`src/rtl/vga_scan_fetch_pkg.sv`:
```
// Shared VGA timing defaults and scale helpers for the scan/fetch block.
package vga_scan_fetch_pkg;

  localparam int DEF_H_ACTIVE = 640;
  localparam int DEF_H_FP     = 16;
  localparam int DEF_H_SYNC   = 96;
  localparam int DEF_H_BP     = 48;
  localparam int DEF_V_ACTIVE = 480;
  localparam int DEF_V_FP     = 10;
  localparam int DEF_V_SYNC   = 2;
  localparam int DEF_V_BP     = 33;

  // Scale code 3 is reserved and behaves like 1x.
  function automatic logic [1:0] scale_norm(input logic [1:0] sc);
    return (sc == 2'd3) ? 2'd0 : sc;
  endfunction

  function automatic logic [2:0] scale_mask(input logic [1:0] s);
    return 3'((4'd1 << s) - 4'd1);
  endfunction

endpackage

```
`src/rtl/vga_scan_fetch_delay_line.sv`:
```
// Fixed-depth shift register used to align sync/enable flags with pixel data.
module vga_delay_line #(
  parameter int WIDTH = 1,
  parameter int DEPTH = 1
) (
  input  logic             clk,
  input  logic             rst,
  input  logic [WIDTH-1:0] din,
  output logic [WIDTH-1:0] dout
);

  localparam int SR_W = WIDTH * DEPTH;

  // Newest sample enters at the low end, oldest leaves at the top.
  logic [SR_W-1:0] sr;

  always_ff @(posedge clk or posedge rst) begin
    if (rst) sr <= '0;
    else     sr <= SR_W'({sr, din});
  end

  assign dout = sr[SR_W-1 -: WIDTH];

endmodule

```
`src/rtl/vga_scan_fetch.sv`:
```
// VGA timing generator that fetches framebuffer words and emits aligned
// hs/vs/de/rgb with optional 2x/4x pixel replication.
module vga_scan_fetch
  import vga_scan_fetch_pkg::*;
#(
  parameter int H_ACTIVE = DEF_H_ACTIVE,
  parameter int H_FP     = DEF_H_FP,
  parameter int H_SYNC   = DEF_H_SYNC,
  parameter int H_BP     = DEF_H_BP,
  parameter int V_ACTIVE = DEF_V_ACTIVE,
  parameter int V_FP     = DEF_V_FP,
  parameter int V_SYNC   = DEF_V_SYNC,
  parameter int V_BP     = DEF_V_BP,
  parameter bit SYNC_POL = 1'b0,
  parameter int MEM_LAT  = 1,
  parameter int ADDR_W   = 19,
  parameter int DATA_W   = 16,
  parameter int STRIDE   = 1024
) (
  input  logic              clk,
  input  logic              rst,
  input  logic [1:0]        scale_i,
  input  logic [ADDR_W-1:0] fb_base,
  input  logic [DATA_W-1:0] mem_data,
  output logic              mem_en,
  output logic [ADDR_W-1:0] mem_addr,
  output logic              hs,
  output logic              vs,
  output logic              de,
  output logic [11:0]       rgb,
  output logic              frame_start
);

  localparam int H_TOTAL = H_ACTIVE + H_FP + H_SYNC + H_BP;
  localparam int V_TOTAL = V_ACTIVE + V_FP + V_SYNC + V_BP;
  localparam int D       = MEM_LAT + 2;
  localparam int HW      = $clog2(H_TOTAL);
  localparam int VW      = $clog2(V_TOTAL);

  logic [HW-1:0]      hcnt;
  logic [VW-1:0]      vcnt;
  logic [VW-1:0]      vnext;
  logic [1:0]         s_reg;
  logic [1:0]         s_eff;
  logic [ADDR_W-1:0]  lb;
  logic [ADDR_W-1:0]  lb_eff;
  logic               frame_first;
  logic               h_wrap;
  logic               line_step;
  logic               raw_active;
  logic               raw_hs;
  logic               raw_vs;
  logic [MEM_LAT-1:0] fetch_sr;
  logic [11:0]        rgb_reg;
  logic [3:0]         dl_in;
  logic [3:0]         dl_out;

  assign frame_first = (hcnt == '0) && (vcnt == '0);
  assign h_wrap      = (hcnt == HW'(H_TOTAL - 1));
  assign vnext       = vcnt + 1'b1;
  assign raw_active  = (hcnt < HW'(H_ACTIVE)) && (vcnt < VW'(V_ACTIVE));
  assign raw_hs      = (hcnt >= HW'(H_ACTIVE + H_FP)) && (hcnt < HW'(H_ACTIVE + H_FP + H_SYNC));
  assign raw_vs      = (vcnt >= VW'(V_ACTIVE + V_FP)) && (vcnt < VW'(V_ACTIVE + V_FP + V_SYNC));

  // On the frame's first clock the latched copies are not yet valid, so the
  // request is built straight from the inputs being latched.
  assign s_eff     = frame_first ? scale_norm(scale_i) : s_reg;
  assign lb_eff    = frame_first ? fb_base : lb;
  assign line_step = ((vnext & VW'(scale_mask(s_reg))) == '0);

  always_ff @(posedge clk or posedge rst) begin
    if (rst) begin
      hcnt     <= '0;
      vcnt     <= '0;
      s_reg    <= '0;
      lb       <= '0;
      mem_en   <= 1'b0;
      mem_addr <= '0;
    end else begin
      if (h_wrap) begin
        hcnt <= '0;
        vcnt <= (vcnt == VW'(V_TOTAL - 1)) ? '0 : vnext;
      end else begin
        hcnt <= hcnt + 1'b1;
      end
      if (frame_first) begin
        s_reg <= scale_norm(scale_i);
        lb    <= fb_base;
      end else if (h_wrap && (vcnt < VW'(V_ACTIVE)) && line_step) begin
        lb <= lb + ADDR_W'(STRIDE);
      end
      mem_en   <= raw_active && ((hcnt & HW'(scale_mask(s_eff))) == '0);
      mem_addr <= lb_eff + ADDR_W'(hcnt >> s_eff);
    end
  end

  // fetch_sr[k] marks a request issued k+1 clocks ago; the top bit is the
  // clock on which mem_data holds that request's word.
  always_ff @(posedge clk or posedge rst) begin
    if (rst) begin
      fetch_sr <= '0;
      rgb_reg  <= '0;
    end else begin
      fetch_sr <= MEM_LAT'({fetch_sr, mem_en});
      if (fetch_sr[MEM_LAT-1]) rgb_reg <= mem_data[11:0];
    end
  end

  generate
    if (DATA_W > 12) begin : g_unused
      logic unused_bits;
      assign unused_bits = ^mem_data[DATA_W-1:12];
    end
  endgenerate

  assign dl_in = {frame_first, raw_active, raw_hs, raw_vs};

  vga_delay_line #(
    .WIDTH(4),
    .DEPTH(D)
  ) u_align (
    .clk (clk),
    .rst (rst),
    .din (dl_in),
    .dout(dl_out)
  );

  assign frame_start = dl_out[3];
  assign de          = dl_out[2];
  assign hs          = dl_out[1] ? SYNC_POL : ~SYNC_POL;
  assign vs          = dl_out[0] ? SYNC_POL : ~SYNC_POL;
  assign rgb         = de ? rgb_reg : 12'h000;

endmodule

```
`config.mk`:
```
export PLATFORM = sky130hd
export DESIGN_NAME = vga_scan_fetch
export DESIGN_NICKNAME = d
export VERILOG_FILES = /design/src/rtl/vga_scan_fetch_pkg.sv /design/src/rtl/vga_scan_fetch_delay_line.sv /design/src/rtl/vga_scan_fetch.sv
export SDC_FILE = /design/constraint.sdc
export NUM_CORES = 1
export LEC_CHECK = 0
export ABC_CLOCK_PERIOD_IN_PS = 8900
export CORE_MARGIN = 2
export CORE_UTILIZATION = 45
export CTS_BUF_LIST = sky130_fd_sc_hd__clkbuf_16
export DETAILED_ROUTE_END_ITERATION = 10
export PLACE_DENSITY = 0.7
export SYNTH_ARGS = -nofsm -noshare
export SYNTH_HDL_FRONTEND = slang
export SYNTH_SLANG_ARGS = --single-unit
export TNS_END_PERCENT = 5
```
`constraint.sdc`:
```
create_clock -name clk -period 8.9 [get_ports clk]
set_input_delay 0.89 -clock clk [delete_from_list [all_inputs] [get_ports clk]]
set_output_delay 0.89 -clock clk [all_outputs]
set_load 0.02 [all_outputs]
```
==> results_dict.tcl <==
set metrics [dict create \
    outcome "complete, no violations" \
    cp-end-kind "flop" \
    synthesis.nets 503 \
    regToRegSetupSlack_ns 3.87 \
    worst_r2r_path_depth 15 \
    cts_hold_buf 0 \
    peakVddDrop_mv 0.0927 \
    fin_skew_ns 0.00888 \
    initial_core_util_pct 46.1 \
    routabilityCongestion 0.861 \
    core_area_um2 9730 \
    synthToLayoutAreaGrowth_pct 24.5 \
    fmax_mhz 199 \
    worst_ep_required_time_ns 9.12 \
    netlist.area_leader.share_pct 48.0 \
    reg_top3 "lb: 19 flops, mem_addr: 19 flops" \
    synth-edff-count 0 \
    cp.arrival_ns 5.25 \
    maxSlewHeadroom_pct 29.7 \
    fin_area_um2 5580 \
    ys_top_cells_by_count "dfrtp_1, nand2_1, o21ai_0" \
    synthFlopType "dfrtp_1" \
    die_y_um 104 \
    swShare_pct 26.0 \
    antenna_found_initial 0 \
    yosys-top-cells-area "dfrtp_1, nand2_1, xnor2_1, ha_1, mux2i_1" \
    hold_ws_ns 0.345 \
    ys_async_sr_fraction_pct 100 \
    fill_cells 855 \
    p_clk_share_pct 39.6 \
    root_buffer "clkbuf_16" \
    grt_pass1_wl_mm 15.7 \
    groute.usage.overall_pct 18.0 \
    dpl_cell_area_um2 5300 \
    clkSlewWorstSetupHoldPaths_ns 0.06 \
    dieArea_um2 10800 \
    io_buffer_count 70 \
    syn-mean-instance-area_um2 10.0 \
    p_int_mw 0.665 \
    die_w_um 104 \
    nNetsFinal 571 \
    drc 0 \
    worstMarginPinSlew_ns 1.05 \
    critical-path-slowest-cell "o21ai_0" \
    post-route-period-util_pct 56.6 \
    cts_buffers 9 \
    hp-class "reg -> reg" \
    routed_via_density 5.16 \
    ys_ff_latch 86 \
    rr_endpoint "mem_addr[18]" \
    max_cap_viol_count 0 \
    post_cts_resized 0 \
    drtIter0Drc 171 \
    syn_inst 447 \
    switchingPower_mw 0.233 \
    ys_seq_area_share_pct 48.0 \
    yosys.area.top_type "dfrtp_1" \
    rsz0062_at_grt "no" \
    critPathCapture "mem_addr[18]" \
    grt_max_degree 87 \
    setup_viol_count_final 0 \
    post-route-min-period_ns 5.03 \
    grt_remaining_overflow 0 \
    yosysUniqueCellTypes 55 \
    r2r_start "vcnt[4]" \
    wl_per_cell_um 13.8 \
    whs_path_depth 0 \
    row_count 36 \
    cts_buffer_depth 2 \
    cts_tree "yes" \
    yosysWarnings 0 \
    synth_most_common_cell "dfrtp_1" \
    ant_nets 0 \
    crit_fanout 20 \
    ios 75 \
    drive_gt1_share_pct 9.62 \
    p_seq_share_pct 46.6 \
    timing.critical_path.from "vcnt[4]" \
    h-tree-depth 3 \
    antenna_cells 0 \
    dr.pass1.iters 4 \
    drt-total-wl_mm 9.00 \
    cts_setup_buffers 0 \
    combPwrFrac_pct 13.7 \
    crit_chain "nor4_2, nand3b_2, nor3_2, buf_4, mux2i_4, clkinv_1, mux2i_1, mux2i_1, ha_1, o21ai_0, a21oi_1, a41oi_1, o21ai_0, o2111ai_1, xor2_1" \
    hold_viol 0 \
    power_density_nw_per_um2 161 \
    clock-sinks 86 \
    vias 3372 \
    worstSkewPairLatency_ns 0.34 \
    netlist_area_um2 4480 \
    tns_ns 0 \
    critical_path_class "reg -> reg" \
    cellLeakagePower_nw 2.47 \
    hpwl_mm 6.42 \
    grt_pass1_vias 3325 \
    maxSlewViolCount 0 \
    slowest_delay_ns 0.77 \
    start_kind "flop" \
]
## critical path: cells and delay by family, from the launching register on
family	cells	cell delay, ns
AO/OA/AOI/OAI	5	1.69
XOR/XNOR	1	0.21
adder cells (fa/ha/maj)	1	0.34
buffers and inverters	2	0.58
flip-flops	1	0.45
multiplexers	3	0.87
AND/OR/NAND/NOR	3	0.76
## per-stage QoR
stage                     setup slack [ns]  total power, mW  cells  util, %
after global placement                4.03            0.549    637     54.5
final                                 3.87            0.899    653     57.4
after floorplan                       4.80            0.496    447        -
after CTS                             3.84            0.909    653     57.4
after detailed placement              3.86            0.551    637     54.5
after global routing                  3.49            0.935    653     57.4
## logic make-up after synthesis
logic type | after synthesis | synth area share, %
adder cells (fa/ha/maj) | 17 | 4.91
flip-flops | 86 | 48.0
AO/OA/AOI/OAI | 67 | 9.43
AND/OR/NAND/NOR | 168 | 18.2
XOR/XNOR | 34 | 6.64
buffers and inverters | 37 | 3.52
multiplexers | 38 | 9.29
## layout by cell type, fill, tap and decap left out, types with 2 or more instances in the layout
cell type         n
nor3_1            5
a21oi_1          17
mux2_2           16
dfrtp_1          86
clkinv_2          2
buf_4             4
o2111ai_1         2
clkinvlp_4        2
a21o_1            3
o21a_1            2
xnor2_1          25
nor2b_1           3
o21ai_0          29
nand2_1          74
nand4_1           7
clkinv_4          2
a2111oi_0         2
and3_1            8
nor4_1            2
xor2_1            9
nand3_1          18
ha_1             16
nand2b_1          4
clkbuf_16         9
nor2_1           22
mux2i_1          20
inv_1            17
nor4b_1           2
and2_1           13
clkdlybuf4s50_1  70
nor4_2            2
## power by group through the flow
stage,combinational (mW),sequential (mW),clock [mW]
after floorplan,0.0615,0.434,0
after global placement,0.123,0.426,0
after detailed placement,0.124,0.427,0
after CTS,0.125,0.419,0.364
after global routing,0.135,0.421,0.379
final,0.124,0.419,0.356
## metal layers
layer,routed length [µm],part of all wire [%],up-vias,track usage [%]
met5,0,0,-,0
met4,229,2.5,0,8.40
met3,468,5.2,21,4.22
met2,4110,46,98,27.6
met1,4190,47,1586,24.3
li1,-,-,1667,-
## how the worst min path moves through the flow
stage / start / endpoint / slack, ns
global placement: u_align.sr[2] / u_align.sr[6] / 0.33
floorplan: u_align.sr[6] / u_align.sr[10] / 0.33
finish: u_align.sr[5] / u_align.sr[9] / 0.35
detailed placement: u_align.sr[5] / u_align.sr[9] / 0.33
CTS: u_align.sr[4] / u_align.sr[8] / 0.35
global route: u_align.sr[4] / u_align.sr[8] / 0.36
## final cells by class
| cell class | instances | area (µm²) | share of cell area [%] |
|---|---|---|---|
| Tap cell | 133 | 166 | 2.98 |
| Sequential cell | 86 | 2150 | 38.5 |
| Clock buffer | 9 | 225 | 4.03 |
| Multi-Input combinational cell | 324 | 2170 | 39.0 |
| Inverter | 20 | 76.3 | 1.37 |
| Clock inverter | 7 | 57.6 | 1.03 |
| Timing Repair Buffer | 74 | 731 | 13.1 |
No activity file was read; power rests on OpenSTA's default activity.
